[src/rtl/plot_move_sequencer_pkg.sv]
// Shared constants for the pen-plotter move sequencer and its drivers.
package plot_move_sequencer_pkg;

  // Sequencer state encodings
  localparam logic [1:0] ST_IDLE = 2'd0;
  localparam logic [1:0] ST_PEN  = 2'd1;
  localparam logic [1:0] ST_STEP = 2'd2;
  localparam logic [1:0] ST_DONE = 2'd3;

  // Direction encodings driven on dir_x / dir_y
  localparam logic DIR_POS = 1'b0;
  localparam logic DIR_NEG = 1'b1;

  // Default timing (100 MHz clock): 1 kHz step rate, 250 ms servo settle
  localparam int unsigned DEF_STEP_DIV   = 100000;
  localparam int unsigned DEF_PEN_SETTLE = 25000000;

  // Default datapath widths
  localparam int unsigned DEF_DELTA_W = 16;
  localparam int unsigned DEF_POS_W   = 32;

endpackage

[src/rtl/plot_move_sequencer_if.sv]
// Move-command handshake between the register front end and the sequencer.
interface plot_move_sequencer_if
  import plot_move_sequencer_pkg::*;
#(
  parameter int unsigned DELTA_W = DEF_DELTA_W
);

  logic               cmd_valid;
  logic               cmd_ready;
  logic [DELTA_W-1:0] cmd_dx;
  logic [DELTA_W-1:0] cmd_dy;
  logic               cmd_pen;

  modport master (
    output cmd_valid,
    output cmd_dx,
    output cmd_dy,
    output cmd_pen,
    input  cmd_ready
  );

  modport slave (
    input  cmd_valid,
    input  cmd_dx,
    input  cmd_dy,
    input  cmd_pen,
    output cmd_ready
  );

endinterface

[src/rtl/plot_move_sequencer_step_rate_timer.sv]
// Divider emitting a one-cycle tick every DIV enabled cycles; restarts on clear.
module step_rate_timer
  import plot_move_sequencer_pkg::*;
#(
  parameter int unsigned DIV = DEF_STEP_DIV
) (
  input  logic clock,
  input  logic reset,
  input  logic clear,
  input  logic enable,
  output logic tick_c
);

  localparam int unsigned CNT_W = (DIV > 1) ? $clog2(DIV) : 1;
  localparam logic [CNT_W-1:0] CNT_LAST = CNT_W'(DIV - 1);

  logic [CNT_W-1:0] cnt_q;

  // Tick is combinational so the consumer acts on the DIV-th enabled cycle
  assign tick_c = enable && (cnt_q == CNT_LAST);

  // Enabled-cycle counter wrapping at DIV-1
  always_ff @(posedge clock) begin
    if (reset || clear) begin
      cnt_q <= '0;
    end else if (enable) begin
      cnt_q <= (cnt_q == CNT_LAST) ? '0 : cnt_q + CNT_W'(1);
    end
  end

endmodule

[src/rtl/plot_move_sequencer.sv]
// Pen-plotter move sequencer: pen settle, then rate-limited Bresenham stepping.
module plot_move_sequencer
  import plot_move_sequencer_pkg::*;
#(
  parameter int unsigned STEP_DIV   = DEF_STEP_DIV,
  parameter int unsigned PEN_SETTLE = DEF_PEN_SETTLE,
  parameter int unsigned DELTA_W    = DEF_DELTA_W,
  parameter int unsigned POS_W      = DEF_POS_W
) (
  input  logic                    clock,
  input  logic                    reset,
  plot_move_sequencer_if.slave    cmd,
  input  logic                    home,
  input  logic                    abort,
  output logic                    step_x,
  output logic                    dir_x,
  output logic                    step_y,
  output logic                    dir_y,
  output logic                    pen_down,
  output logic                    busy,
  output logic                    done,
  output logic signed [POS_W-1:0] cur_x,
  output logic signed [POS_W-1:0] cur_y
);

  // One extra bit so err + minor never overflows before the compare
  localparam int unsigned ERR_W = DELTA_W + 1;

  logic [1:0]         state_q;
  logic [1:0]         state_d;
  logic               ready_q;

  logic               accept_c;
  logic [DELTA_W-1:0] mag_x_c;
  logic [DELTA_W-1:0] mag_y_c;
  logic               x_major_c;
  logic [DELTA_W-1:0] major_c;
  logic [DELTA_W-1:0] minor_c;

  logic               x_major_q;
  logic [DELTA_W-1:0] major_q;
  logic [DELTA_W-1:0] minor_q;
  logic [DELTA_W-1:0] remain_q;
  logic [DELTA_W-1:0] remain_d;
  logic [ERR_W-1:0]   err_q;
  logic [ERR_W-1:0]   err_d;
  logic [ERR_W-1:0]   err_sum_c;
  logic               minor_hit_c;

  logic               step_x_d;
  logic               step_y_d;
  logic               settle_tick_c;
  logic               step_tick_c;

  assign cmd.cmd_ready = ready_q;

  // Handshake and command magnitude decode (most-negative delta maps to 2^(DELTA_W-1))
  assign accept_c  = cmd.cmd_valid && (state_q == ST_IDLE);
  assign mag_x_c   = cmd.cmd_dx[DELTA_W-1] ? (~cmd.cmd_dx + DELTA_W'(1)) : cmd.cmd_dx;
  assign mag_y_c   = cmd.cmd_dy[DELTA_W-1] ? (~cmd.cmd_dy + DELTA_W'(1)) : cmd.cmd_dy;
  assign x_major_c = (mag_x_c >= mag_y_c);
  assign major_c   = x_major_c ? mag_x_c : mag_y_c;
  assign minor_c   = x_major_c ? mag_y_c : mag_x_c;

  // Bresenham error accumulate and minor-axis decision
  assign err_sum_c   = err_q + ERR_W'(minor_q);
  assign minor_hit_c = (err_sum_c >= ERR_W'(major_q));

  // Servo settle count, running only while in PEN
  step_rate_timer #(
    .DIV (PEN_SETTLE)
  ) u_settle_timer (
    .clock  (clock),
    .reset  (reset),
    .clear  (state_q != ST_PEN),
    .enable (state_q == ST_PEN),
    .tick_c (settle_tick_c)
  );

  // Major-axis step rate, restarted on every entry to STEP
  step_rate_timer #(
    .DIV (STEP_DIV)
  ) u_step_timer (
    .clock  (clock),
    .reset  (reset),
    .clear  (state_q != ST_STEP),
    .enable (state_q == ST_STEP),
    .tick_c (step_tick_c)
  );

  // Next-state, step decisions and Bresenham datapath update
  always_comb begin
    state_d  = state_q;
    step_x_d = 1'b0;
    step_y_d = 1'b0;
    err_d    = err_q;
    remain_d = remain_q;
    case (state_q)
      ST_IDLE: begin
        if (accept_c) begin
          err_d    = ERR_W'(major_c >> 1);
          remain_d = major_c;
          state_d  = (cmd.cmd_pen != pen_down) ? ST_PEN : ST_STEP;
        end
      end
      ST_PEN: begin
        if (abort) begin
          state_d = ST_IDLE;
        end else if (settle_tick_c) begin
          state_d = ST_STEP;
        end
      end
      ST_STEP: begin
        if (abort) begin
          state_d = ST_IDLE;
        end else if (remain_q == '0) begin
          state_d = ST_DONE;
        end else if (step_tick_c) begin
          step_x_d = x_major_q;
          step_y_d = !x_major_q;
          if (minor_hit_c) begin
            if (x_major_q) begin
              step_y_d = 1'b1;
            end else begin
              step_x_d = 1'b1;
            end
            err_d = err_sum_c - ERR_W'(major_q);
          end else begin
            err_d = err_sum_c;
          end
          remain_d = remain_q - DELTA_W'(1);
          if (remain_q == DELTA_W'(1)) begin
            state_d = ST_DONE;
          end
        end
      end
      ST_DONE: begin
        state_d = ST_IDLE;
      end
      default: begin
        state_d = ST_IDLE;
      end
    endcase
  end

  // State, registered status/pulse outputs and per-command latches
  always_ff @(posedge clock) begin
    if (reset) begin
      state_q   <= ST_IDLE;
      ready_q   <= 1'b1;
      busy      <= 1'b0;
      done      <= 1'b0;
      step_x    <= 1'b0;
      step_y    <= 1'b0;
      dir_x     <= DIR_POS;
      dir_y     <= DIR_POS;
      pen_down  <= 1'b0;
      x_major_q <= 1'b1;
      major_q   <= '0;
      minor_q   <= '0;
      remain_q  <= '0;
      err_q     <= '0;
    end else begin
      state_q  <= state_d;
      ready_q  <= (state_d == ST_IDLE);
      busy     <= (state_d != ST_IDLE);
      done     <= (state_d == ST_DONE);
      step_x   <= step_x_d;
      step_y   <= step_y_d;
      remain_q <= remain_d;
      err_q    <= err_d;
      if (accept_c) begin
        dir_x     <= cmd.cmd_dx[DELTA_W-1] ? DIR_NEG : DIR_POS;
        dir_y     <= cmd.cmd_dy[DELTA_W-1] ? DIR_NEG : DIR_POS;
        pen_down  <= cmd.cmd_pen;
        x_major_q <= x_major_c;
        major_q   <= major_c;
        minor_q   <= minor_c;
      end
    end
  end

  // Absolute position: home in IDLE, otherwise follow issued step pulses
  always_ff @(posedge clock) begin
    if (reset) begin
      cur_x <= '0;
      cur_y <= '0;
    end else if (home && (state_q == ST_IDLE)) begin
      cur_x <= '0;
      cur_y <= '0;
    end else begin
      if (step_x) begin
        cur_x <= (dir_x == DIR_NEG) ? cur_x - POS_W'(1) : cur_x + POS_W'(1);
      end
      if (step_y) begin
        cur_y <= (dir_y == DIR_NEG) ? cur_y - POS_W'(1) : cur_y + POS_W'(1);
      end
    end
  end

endmodule

[src/flat_wrapper.sv]
// flat-port wrapper written by rule: the top's interface ports become plain ports
module plot_move_sequencer_flat import plot_move_sequencer_pkg::*;
#(
  parameter int unsigned STEP_DIV   = DEF_STEP_DIV,
  parameter int unsigned PEN_SETTLE = DEF_PEN_SETTLE,
  parameter int unsigned DELTA_W    = DEF_DELTA_W,
  parameter int unsigned POS_W      = DEF_POS_W
)
  (clock, reset, home, abort, step_x, dir_x, step_y, dir_y, pen_down, busy, done, cur_x, cur_y, cmd_cmd_valid, cmd_cmd_dx, cmd_cmd_dy, cmd_cmd_pen, cmd_cmd_ready);
  plot_move_sequencer_if #(.DELTA_W(DELTA_W)) cmd_i ();
  input  logic clock;
  input  logic reset;
  input  logic home;
  input  logic abort;
  output logic step_x;
  output logic dir_x;
  output logic step_y;
  output logic dir_y;
  output logic pen_down;
  output logic busy;
  output logic done;
  output logic signed [POS_W-1:0] cur_x;
  output logic signed [POS_W-1:0] cur_y;
  input wire logic [$bits(cmd_i.cmd_valid)-1:0] cmd_cmd_valid;
  input wire logic [$bits(cmd_i.cmd_dx)-1:0] cmd_cmd_dx;
  input wire logic [$bits(cmd_i.cmd_dy)-1:0] cmd_cmd_dy;
  input wire logic [$bits(cmd_i.cmd_pen)-1:0] cmd_cmd_pen;
  output wire logic [$bits(cmd_i.cmd_ready)-1:0] cmd_cmd_ready;
  assign cmd_i.cmd_valid = cmd_cmd_valid;
  assign cmd_i.cmd_dx = cmd_cmd_dx;
  assign cmd_i.cmd_dy = cmd_cmd_dy;
  assign cmd_i.cmd_pen = cmd_cmd_pen;
  assign cmd_cmd_ready = cmd_i.cmd_ready;
  plot_move_sequencer #(.STEP_DIV(STEP_DIV), .PEN_SETTLE(PEN_SETTLE), .DELTA_W(DELTA_W), .POS_W(POS_W)) u_core (.clock(clock), .reset(reset), .cmd(cmd_i), .home(home), .abort(abort), .step_x(step_x), .dir_x(dir_x), .step_y(step_y), .dir_y(dir_y), .pen_down(pen_down), .busy(busy), .done(done), .cur_x(cur_x), .cur_y(cur_y));
endmodule
[config.mk]
export PLATFORM = sky130hd
export DESIGN_NAME = plot_move_sequencer_flat
export DESIGN_NICKNAME = d
export VERILOG_FILES = /design/src/rtl/plot_move_sequencer_pkg.sv /design/src/rtl/plot_move_sequencer_if.sv /design/src/rtl/plot_move_sequencer_step_rate_timer.sv /design/src/rtl/plot_move_sequencer.sv /design/src/flat_wrapper.sv
export SDC_FILE = /design/constraint.sdc
export NUM_CORES = 1
export LEC_CHECK = 0
export ABC_AREA = 1
export BUFFER_PORTS_ARGS = -buffer_cell sky130_fd_sc_hd__buf_2
export CAP_MARGIN = 25
export CORE_MARGIN = 2
export CORE_UTILIZATION = 45
export DETAILED_ROUTE_END_ITERATION = 6
export PLACE_DENSITY = 0.73
export SYNTH_ARGS = -nofsm -noshare
export SYNTH_HDL_FRONTEND = slang
export SYNTH_SLANG_ARGS = --single-unit
[constraint.sdc]
create_clock -name clock -period 4.7 [get_ports clock]
set_input_delay 0.47 -clock clock [delete_from_list [all_inputs] [get_ports clock]]
set_output_delay 0.47 -clock clock [all_outputs]
set_load 0.05 [all_outputs]
* Word level (Yosys, flattened, before mapping)
Index checks and enable logic that the tools add are counted.
** Word-level totals
- Word-level logic and storage cells :: 97
- Input port bits :: 38
- Register bits :: 182
** Operators by class
- Equal/unequal tests :: 14
- Mux-type cells :: 33
- $lt $le $gt $ge :: 2
- $add $sub $neg :: 11
- Bitwise logic cells :: 4
- Reduce and logical (&&, ||, !) cells :: 15
** Operator list (count)
- 16-bit two-way mux :: 8
- 17-bit two-way mux :: 6
- 32-bit by 2-bit adder with 32-bit output (second input constant) :: 2
- 32-bit two-way mux :: 2
- 32-bit by 2-bit subtractor with 32-bit output (second input constant) :: 2
- 17-bit one-hot mux with 2 select lines :: 1
- 16-bit by 1-bit adder with 16-bit output (second input constant) :: 2
- 16-bit NOT :: 2
- 16-bit one-hot mux with 2 select lines :: 1
- 25-bit by 1-bit adder with 25-bit output (second input constant) :: 1
- 25-bit equality test (second input constant) :: 1
- 25-bit two-way mux :: 1
- 17-bit by 1-bit adder with 17-bit output (second input constant) :: 1
- 17-bit by 16-bit adder with 17-bit output :: 1
- 17-bit equality test (second input constant) :: 1
- 17-bit by 16-bit >= comparator with 1-bit output :: 1
- 17-bit by 16-bit subtractor with 17-bit output :: 1
- 16-bit by 1-bit equality test with 1-bit output (second input constant) :: 1
- 16-bit >= comparator :: 1
- 16-bit zero test :: 1
- 2-bit two-way mux :: 8
- 16-bit by 1-bit subtractor with 16-bit output (second input constant) :: 1
- 2-bit one-hot mux with 4 select lines :: 1
- 2-bit equality test (second input constant) :: 3
- other kinds (14) :: 29

* Longest topological paths before layout
Gate-level depths: netlist (run 1).
- Depth after elaboration :: 7
- Mapped depth :: 23

* Hierarchy
From an unflattened synthesis (run 1), not the netlist that was laid out.
** Second synthesis, totals
- Cell total of the unflattened synthesis :: 2637
- Area, all modules :: 15750.1 um2
** Modules (own cells, without submodules)
- plot_move_sequencer :: times used 1, area each 13327.8 um2, cells an instance 2262
- step_rate_timer at u_core.u_settle_timer :: times used 1, area each 1451.4 um2, cells an instance 222
- step_rate_timer at u_core.u_step_timer :: times used 1, area each 970.9 um2, cells an instance 153

* Worst setup path after synthesis (run 1)
Ideal clock, no wire load.
- Path kind :: register -> register
- From :: register u_core.dir_x
- To :: register u_core.cur_x[30]
- Library setup time :: 0.109 ns
- Required time :: 4.591 ns
- Path buffers :: 0
- Arrival time :: 3.075 ns
- Cell stages (with the launch flop) :: 14
- Setup slack :: 1.516 ns
- Path through :: dfxtp_1 > inv_1 > fa_1 > nand3b_1 > nand2_1 > nand2_1 > nand2_1 > inv_1 > o21ai_0 > nand3_1 > nand3_1 > nand3_1 > nand2_1 > inv_1
** On the way
- Word-level cells in the longest chain between the ends :: 1
** Ends and longest elaborated chain
- start, declared :: RTL line plot_move_sequencer.sv:16 : output logic dir_x,
- start signal, assigned :: RTL line plot_move_sequencer.sv:173 : dir_x <= cmd.cmd_dx[DELTA_W-1] ? DIR_NEG : DIR_POS;
- 32-bit two-way mux :: RTL line plot_move_sequencer.sv:193 : cur_x <= (dir_x == DIR_NEG) ? cur_x - POS_W'(1) : cur_x + POS_W'(1);
- end signal, assigned :: RTL line plot_move_sequencer.sv:193
- end, declared :: RTL line plot_move_sequencer.sv:22 : output logic signed [POS_W-1:0] cur_x,
Every way passes these cells.
A chain may end at the register's enable or synchronous reset.

* Worst setup path in the final report (run 1)
- From :: register u_core.minor_q[0]
- To :: register u_core.err_q[9]
** On the way
- Word-level cells in the longest chain between the ends :: 7
- Elaborated cells between the ends (all ways) :: 8
** Ends and longest elaborated chain
- start, declared :: RTL line plot_move_sequencer.sv:42 : logic [DELTA_W-1:0] minor_q;
- start signal, assigned :: RTL line plot_move_sequencer.sv:178 : minor_q <= minor_c;
- 17-bit by 16-bit adder with 17-bit output * :: RTL line plot_move_sequencer.sv:66 : assign err_sum_c = err_q + ERR_W'(minor_q);
- 17-bit by 16-bit subtractor with 17-bit output / 17-bit by 16-bit >= comparator with 1-bit output (equally long branches) :: RTL line plot_move_sequencer.sv:127, plot_move_sequencer.sv:67
- 17-bit two-way mux * :: RTL line plot_move_sequencer.sv:121 : if (minor_hit_c) begin
- 17-bit two-way mux * :: RTL line plot_move_sequencer.sv:118 : end else if (step_tick_c) begin
- 17-bit two-way mux * :: RTL line plot_move_sequencer.sv:116 : end else if (remain_q == '0) begin
- 17-bit two-way mux * :: RTL line plot_move_sequencer.sv:114 : if (abort) begin
- 17-bit one-hot mux with 2 select lines * :: RTL line plot_move_sequencer.sv:98 : case (state_q)
- end signal, assigned :: RTL line plot_move_sequencer.sv:171 : err_q <= err_d;
- end, declared :: RTL line plot_move_sequencer.sv:45 : logic [ERR_W-1:0] err_q;
Every way passes the cells marked *; elsewhere a longest branch is shown, timed or not. The select of a mux whose other input is x is not followed.

==> results of run 1 <==
==> synthesized netlist by cell type (11+ instances only) <==
cell type  count  area [um^2]
inv_1        429         1610
nor2_1       341         1280
xnor2_1       15          131
clkbuf_1      41          154
ha_1         114         1430
o211ai_1      41          308
nand4_1       59          369
o21bai_1      11         82.6
dfxtp_1      182         3640
xor2_1        54          473
nand2_1      604         2270
o21ai_0      153          766
nand3_1      168          841
a21oi_1      174          871
nand3b_1      17          128
nor3_1        26          130
==> cell families after synthesis <==
| family | synth area share [%] |
|---|---|
| AO/OA/AOI/OAI | 15.9 |
| XOR/XNOR | 3.92 |
| AND/OR/NAND/NOR | 34.5 |
| adder cells (fa/ha/maj) | 9.78 |
| flip-flops | 23.6 |
| buffers and inverters | 12.2 |
==> power by group <==
part           switching, W  internal [W]
logic               0.00130      0.000663
registers         0.0000654       0.00163
clock network      0.000695      0.000805
total               0.00206       0.00309
==> worst max-delay path by stage <==
stage / endpoint / depth (start not counted)
2_1_floorplan: u_core.cur_x[30]$_SDFFE_PP0P_ / 13
3_3_place_gp: u_core.err_q[8]$_SDFFE_PP0P_ / 17
5_1_grt: u_core.err_q[10]$_SDFFE_PP0P_ / 20
6_report: u_core.err_q[9]$_SDFFE_PP0P_ / 21
4_1_cts: u_core.err_q[10]$_SDFFE_PP0P_ / 20
3_5_place_dp: u_core.err_q[14]$_SDFFE_PP0P_ / 17
==> state kept, by name, summed over array words and instances, names as in the netlist, 2 cells and up <==
signal / cells
u_core.err_q: 17
u_core.u_settle_timer.cnt_q: 25
u_core.state_q: 2
u_core.major_q: 16
u_core.minor_q: 16
u_core.remain_q: 16
u_core.cur_y: 32
u_core.cur_x: 32
u_core.u_step_timer.cnt_q: 17
==> critical path, cell delays in order, from the launching register on <==
cell and delay (ns):
dfxtp_1 0.34, ha_1 0.26, fa_1 0.31, nand2_1 0.12, a21oi_1 0.29, nand3_1 0.20
nand3_1 0.11, nand2_1 0.05, nand2_1 0.08, inv_1 0.05, ha_1 0.33, nand2_1 0.09
nand2_1 0.07, nand3_1 0.07, nand2_1 0.06, a21oi_1 0.13, nand2_1 0.10, nand2_2 0.32
nand3_4 0.30, nand2_1 0.15, nand3_1 0.16, a21oi_1 0.18
==> metal layers <==
layer | part of all wire [%] | vias up | track usage, % | routed length (um)
met4 | 2.9 | 0 | 9.04 | 1310
met3 | 5.6 | 77 | 3.89 | 2550
met1 | 46 | 7440 | 32.7 | 20700
met5 | 0 | - | 0 | 0
li1 | - | 8417 | - | -
met2 | 46 | 504 | 43.0 | 20900
==> through the flow <==
stage               std cells  hold WS, ns
CTS                      3100        0.280
detailed placement       3068        0.436
floorplan                2556        0.418
finish                   3101        0.296
global placement         3068        0.432
global route             3101        0.311
==> cell usage in the layout (no fill, tap or decap), types with 11 or more instances in the layout <==
cell       instances
a21oi_1          174
buf_2            109
buf_4             13
clkbuf_16         17
dfxtp_1          180
ha_1             114
inv_1            429
nand2_1          604
nand3_1          168
nand3b_1          17
nand4_1           59
nor2_1           341
nor3_1            26
o211ai_1          41
o21ai_0          153
o21bai_1          11
xnor2_1           15
xor2_1            54
==> area by class of cell <==
| cell class | count | area, um^2 | area share (%) |
|---|---|---|---|
| Multi-Input combinational cell | 1882 | 9880 | 58.2 |
| Sequential cell | 182 | 3650 | 21.5 |
| Inverter | 434 | 1630 | 9.60 |
| Timing Repair Buffer | 123 | 671 | 3.95 |
| Tap cell | 448 | 561 | 3.30 |
| Clock buffer | 19 | 443 | 2.61 |
| Clock inverter | 13 | 145 | 0.855 |
==> impl_metrics.ini, run 1 <==
[critical_path]
critPathLaunchType = flop
end_kind = flop
r2r-start = u_core.minor_q[0]$_SDFFE_PP0P_
r2r_cells = 21
worst-r2r-setup-slack_ns = 0.85
worst-setup-path-type = reg2reg
cp.arrival_ns = 4.24
reg2reg_to = u_core.err_q[9]$_SDFFE_PP0P_
startpoint = u_core.minor_q[0]$_SDFFE_PP0P_
path_max_fanout = 19
cp.required_ns = 5.09

[global_routing]
grt-ovfl-total = 0
antenna_found_initial = 0
grtUsageTotal_pct = 25.4
grt_pass1_wl_um = 74500
grt_max_degree = 51
grt_pass1_vias = 15300

[hold_path]
hold_path_depth = 3
hold_start = cmd_cmd_pen
holdPathEnd = u_core.pen_down$_SDFFE_PP0P_
hold_path.class = in2reg

[sta]
finalSetupViolations = 0
period_share_pct = 81.9
hold_violations = 0
rsz0062_at_grt = false
worstMarginPinSlew_ns = 1.01
max_slew_margin_pct = 32.3
setup_tns_ns = 0
max_freq_mhz = 260
setup_slack_ns = 0.849
clock_skew_ns = 0.0108
finalMaxSlewViolations = 0
fin_crit_ns = 3.85

[cts]
cts-hold-fix-buffers = 0
cts_made_buffers = 17
cts.repair.resized = 0
path_clk_slew_ns = 0.07
insertion_delay_ns = 0.46
cts_tree = built
clk_path_buf_depth = 2
clock-sinks = 182
cts_max_level = 4
postCtsSetupRepairBufs = 0
cts_root_buffer = clkbuf_16

[synthesis]
seq_area_frac_synth_pct = 23.6
avgSynthCellArea_um2 = 6.03
synth_flop_cell = dfxtp_1
synthCells = 2556
yosys_warnings = 0
synth_enable_flop_cells = 0
ys_types = 49
synth_seq_cells = 182
syn-cell-area_um2 = 15400
synth.net_count = 2712
postSynth.asyncResetShare_pct = 0

[route]
drc = 0
drt-vias-per-instance = 5.30
drtIter0Drc = 1247
first_pass_iters = 6
vias = 16400
drt_wl_total_um = 45400
drt.antenna.violating_nets = 0
post_drt_wl_per_cell_um = 14.6

[floorplanning]
die_x_um = 189
pin_count = 110
core_region_area_um2 = 33600
rows = 67
start_util_pct = 45.8
die-height_um = 189
die_area_um2 = 35700

[power_and_ir_drop]
p_leak_nw = 8.72
power_w = 0.00516
ir_drop_mv = 0.307
p_per_area_nw_per_um2 = 304

[place]
io_buffers = 109
place.gp.congestion = 0.940
placed_area_um2 = 16400
place_ws_ns = 0.913
hpwlAfterDp_um = 35600

[cells_and_area]
syn_to_final_growth_pct = 10.2
antennaDiodeCount = 0
fin_util_pct = 50.5
drive_gt1_share_pct = 7.05
nets = 2796
design_area_um2 = 17000
fill_cells = 3462

[status]
status = finished clean

[run]
max_cap_viol_count = 0
(Power assumes the default switching activity.)
==> run 2, diff against run 1 <==
--- a/config.mk
+++ b/config.mk
@@ -11,7 +11,7 @@
 export CORE_MARGIN = 2
 export CORE_UTILIZATION = 45
 export DETAILED_ROUTE_END_ITERATION = 6
-export PLACE_DENSITY = 0.73
+export PLACE_DENSITY = 0.76
 export SYNTH_ARGS = -nofsm -noshare
 export SYNTH_HDL_FRONTEND = slang
 export SYNTH_SLANG_ARGS = --single-unit
==> constraint.sdc (replaced) <==
create_clock -name clock -period 3.5 [get_ports clock]
set_input_delay 0.35 -clock clock [delete_from_list [all_inputs] [get_ports clock]]
set_output_delay 0.35 -clock clock [all_outputs]
set_load 0.05 [all_outputs]
==> impl_metrics.ini, run 2 (same netlist as run 1, synthesis figures left out) <==
[cts]
insertion_delay_ns = 0.46
path_clk_slew_ns = 0.09
cts_made_buffers = 17
cts_max_level = 4
cts_root_buffer = clkbuf_16
clock-sinks = 182
clk_path_buf_depth = 2
cts_tree = built

[cells_and_area]
nets = 2807
fin_util_pct = 51.1
syn_to_final_growth_pct = 11.4
fill_cells = 3478
layout_common_cells = 601 x nand2_1, 429 x inv_1, 339 x nor2_1, 180 x dfxtp_1, 170 x a21oi_1
largestRegisters = u_core.cur_x (32), u_core.cur_y (32), u_core.u_settle_timer.cnt_q (25)
design_area_um2 = 17200
drive_gt1_share_pct = 8.22
final_common_cell = nand2_1
instances_no_fill = 3113

[power_and_ir_drop]
ir_drop_mv = 0.415
p_int_w = 0.00419
switching_power_w = 0.00301
p_leak_nw = 8.79
pwr-share-comb_pct = 40.2
clock_power_share_pct = 28.2
p_per_area_nw_per_um2 = 419
switching_share_pct = 41.8
seqPwrFrac_pct = 31.6
power_w = 0.00720

[floorplanning]
core_region_area_um2 = 33600
die_area_um2 = 35700
die_x_um = 189
pin_count = 110
rows = 67
start_util_pct = 45.8
die-height_um = 189

[critical_path]
cp.arrival_ns = 3.67
worst-setup-path-type = reg2reg
cp.required_ns = 3.89
path_max_fanout = 9
critPathLaunchType = flop
end_kind = flop

[route]
drt-vias-per-instance = 5.38
drc = 0
drt_wl_total_um = 48300
post_drt_wl_per_cell_um = 15.5
drtIter0Drc = 1337
drt.antenna.violating_nets = 0
first_pass_iters = 7
vias = 16800

[sta]
finalMaxSlewViolations = 0
period_share_pct = 93.8
fin_crit_ns = 3.28
finalSetupViolations = 0
worstMarginPinSlew_ns = 0.984
max_slew_margin_pct = 34.4
clock_skew_ns = 0.0198
max_freq_mhz = 305
hold_violations = 0

[place]
io_buffers = 109
dp_cells = 3076
placed_area_um2 = 16400
place.gp.congestion = 1.01
hpwlAfterDp_um = 37500

[global_routing]
grt_pass1_vias = 15800
grtUsageTotal_pct = 26.8
grt-ovfl-total = 0
antenna_found_initial = 0
grt_max_degree = 51
grt_pass1_wl_um = 78100

[status]
status = finished clean

[hold_path]
hold_path.class = in2reg

[run]
max_cap_viol_count = 0
run 2: final cells by class:
type	instances	area, um^2	share of cell area, %
Clock buffer	18	439	2.56
Inverter	434	1630	9.49
Timing Repair Buffer	132	729	4.25
Clock inverter	14	164	0.955
Antenna cell	1	2.50	0.0146
Sequential cell	182	3650	21.2
Multi-Input combinational cell	1884	10000	58.2
Tap cell	448	561	3.26
run 2: repair_timing:
item	4_1_cts	5_1_grt
buffers inserted	0	2
gates resized for setup	0	26
endpoints found under the setup margin	0	19
hold buffers	0	0
endpoints found under the hold margin	0	0
run 2: power groups by stage:
stage	Clock, W	Combinational (W)	Sequential (W)
finish	0.00203	0.00289	0.00228
global route	0.00213	0.00319	0.00229
CTS	0.00205	0.00271	0.00227
detailed placement	0	0.00270	0.00232
global placement	0	0.00268	0.00232
floorplan	0	0.00198	0.00233
run 2: worst max-delay path: stages, from the launching register on:
cell	delay, ns
dfxtp_1	0.32
ha_1	0.25
fa_2	0.39
nand2_2	0.10
nand2_1	0.06
nand3_1	0.08
nand2_1	0.11
xor2_2	0.19
inv_1	0.06
ha_1	0.33
nand2_1	0.17
nor2_1	0.08
nand2_1	0.07
inv_1	0.07
a31oi_4	0.25
buf_4	0.17
nand3_4	0.16
nand2_1	0.11
nand3_1	0.08
a21oi_1	0.15
run 2: metrics by stage:
stage	worst slack, ns	TNS (ns)	hold WS [ns]
after floorplan	0.316	0	0.418
after global placement	0.185	0	0.429
after detailed placement	0.140	0	0.442
after CTS	0.213	0	0.248
after global routing	-0.00515	-0.00515	0.351
final	0.216	0	0.270
run 2: path summary, 6_finish.rpt:
check,startpoint,end,slack (ns),cells after the start
setup / recovery,u_core.err_q[0]$_SDFFE_PP0P_,u_core.err_q[7]$_SDFFE_PP0P_,0.22,19
hold / removal,cmd_cmd_pen,u_core.pen_down$_SDFFE_PP0P_,0.27,3
setup reg to reg,u_core.err_q[0]$_SDFFE_PP0P_,u_core.err_q[7]$_SDFFE_PP0P_,0.22,19
hold reg to reg,u_core.u_settle_timer.cnt_q[20]$_SDFFE_PP0P_,u_core.u_settle_timer.cnt_q[20]$_SDFFE_PP0P_,0.45,1
run 2: metal layers:
| metal | track usage, % | vias to the layer above | part of all wire, % |
|---|---|---|---|
| met5 | 0 | - | 0 |
| met4 | 10.2 | 0 | 3.7 |
| met3 | 3.89 | 125 | 5.9 |
| met2 | 47.0 | 517 | 47 |
| met1 | 32.9 | 7677 | 44 |
| li1 | - | 8442 | - |
==> run 3, diff against run 2 <==
--- a/config.mk
+++ b/config.mk
@@ -10,7 +10,9 @@
 export CAP_MARGIN = 25
 export CORE_MARGIN = 2
 export CORE_UTILIZATION = 45
+export CTS_BUF_LIST = sky130_fd_sc_hd__clkbuf_8
 export DETAILED_ROUTE_END_ITERATION = 6
+export GPL_ROUTABILITY_DRIVEN = 0
 export PLACE_DENSITY = 0.76
 export SYNTH_ARGS = -nofsm -noshare
 export SYNTH_HDL_FRONTEND = slang
==> impl_metrics.ini, run 3 (same netlist as run 1, synthesis figures left out) <==
[power_and_ir_drop]
p_leak_nw = 8.72
ir_drop_mv = 0.356
p_per_area_nw_per_um2 = 393
power_w = 0.00665

[critical_path]
crit_top_cell = nand2_1
cp_slowest_cell = fa_2
path_max_fanout = 9
worst-setup-path-type = reg2reg
worst-path-buf-inv = 2
critPathLaunchType = flop
crit_family = simple AND/OR/NAND/NOR gates
cp_cell_sequence = ha_1 -> fa_2 -> nand2_1 -> nand2_1 -> nand3_1 -> nand2_1 -> xor2_1 -> inv_1 -> ha_1 -> nand2_1 -> nand2_1 -> nand2_1 -> nand2_1 -> a21oi_1 -> nand2_2 -> nand2_4 -> buf_4 -> nand4_1 -> nand3_1 -> a21oi_1
r2r-start = u_core.err_q[0]$_SDFFE_PP0P_
cp.arrival_ns = 3.68
worst-r2r-setup-slack_ns = 0.22
end_kind = flop
startpoint = u_core.err_q[0]$_SDFFE_PP0P_
max_stage_delay_ns = 0.39
cp.required_ns = 3.90

[sta]
hold_slack_ns = 0.208
setup_tns_ns = 0
worstMarginPinSlew_ns = 0.937
max_slew_margin_pct = 37.5
max_freq_mhz = 305
finalSetupViolations = 0
fin_crit_ns = 3.28
period_share_pct = 93.7
setup_slack_ns = 0.222
finalMaxSlewViolations = 0
clock_skew_ns = 0.0249
hold_violations = 0

[route]
dr.max_layer_used = met4
first_pass_iters = 6
dr_wl_met2_um = 21300
drc = 0
drt-vias-per-instance = 5.45
drtIter0Drc = 1428
drt.antenna.violating_nets = 0
post_drt_wl_per_cell_um = 14.6
vias = 17000
drt_wl_total_um = 45600
wl_met3_um = 2970
wl_met1_um = 19700

[cells_and_area]
largestRegisters = u_core.cur_x (32), u_core.cur_y (32), u_core.u_settle_timer.cnt_q (25)
nets = 2807
fill_cells = 3412
instances_no_fill = 3113
syn_to_final_growth_pct = 9.83
layout_common_cells = 603 x nand2_1, 429 x inv_1, 340 x nor2_1, 180 x dfxtp_1, 171 x a21oi_1
final_common_cell = nand2_1
drive_gt1_share_pct = 7.77

[floorplanning]
die_x_um = 189
rows = 67
core_region_area_um2 = 33600
die_area_um2 = 35700
start_util_pct = 45.8
die-height_um = 189
pin_count = 110

[cts]
clk_path_buf_depth = 2
path_clk_slew_ns = 0.11
cts_max_level = 4
cts_root_buffer = clkbuf_8
clock-sinks = 182
cts_made_buffers = 17
cts_tree = built
cts-hold-fix-buffers = 0
insertion_delay_ns = 0.51

[place]
place_ws_ns = 0.191
hpwlAfterDp_um = 35300
io_buffers = 109
dp_cells = 3075

[status]
status = finished clean

[global_routing]
grt-ovfl-total = 0
grt_pass1_vias = 15700
grt_pass1_wl_um = 74000
grt_max_degree = 51
antenna_found_initial = 0
grtUsageTotal_pct = 24.9

[hold_path]
hold_path.class = in2reg
hold_start = cmd_cmd_pen

[run]
max_cap_viol_count = 0
[run 3: area by class of cell]
cell class | instances | area (um^2) | share of cell area, %
multi-input cells | 1885 | 9950 | 58.8
flip-flops and latches | 182 | 3650 | 21.5
inverters | 434 | 1630 | 9.63
repair buffers | 131 | 714 | 4.22
well taps | 448 | 561 | 3.31
clock buffers | 17 | 234 | 1.38
clock inverters | 15 | 181 | 1.07
diodes | 1 | 2.50 | 0.0148
[run 3: worst paths after layout]
path	endpoint	cells past startpoint
max	u_core.err_q[0]$_SDFFE_PP0P_	20
min	u_core.pen_down$_SDFFE_PP0P_	3
max reg2reg	u_core.err_q[0]$_SDFFE_PP0P_	20
min reg2reg	u_core.u_settle_timer.cnt_q[0]$_SDFFE_PP0P_	1
[run 3: worst min-delay path: stages]
cell	delay, ns
buf_2	0.15
o21ai_0	0.10
nor2_1	0.08
[run 3: what timing repair did]
item,CTS,global route
gates resized for setup,0,12
endpoints found under the hold margin,0,0
buffers inserted,0,2
endpoints found under the setup margin,0,19
[run 3: metal layers]
metal	GRT usage (%)	up-vias
met5	0	-
met2	43.7	635
met4	10.6	0
li1	-	8444
met1	30.6	7758
met3	3.28	116
[run 3: through the flow]
step / util (%) / area, um^2
after floorplan: - / 15400
after global placement: 48.8 / 16400
after detailed placement: 48.8 / 16400
after CTS: 50.1 / 16800
after global routing: 50.3 / 16900
final: 50.3 / 16900
[run 3: report_power, final]
group          switching (W)  leakage [nW]  internal, W
combinational        0.00186          7.02     0.000950
sequential         0.0000897          1.48      0.00218
clock               0.000952         0.212     0.000610
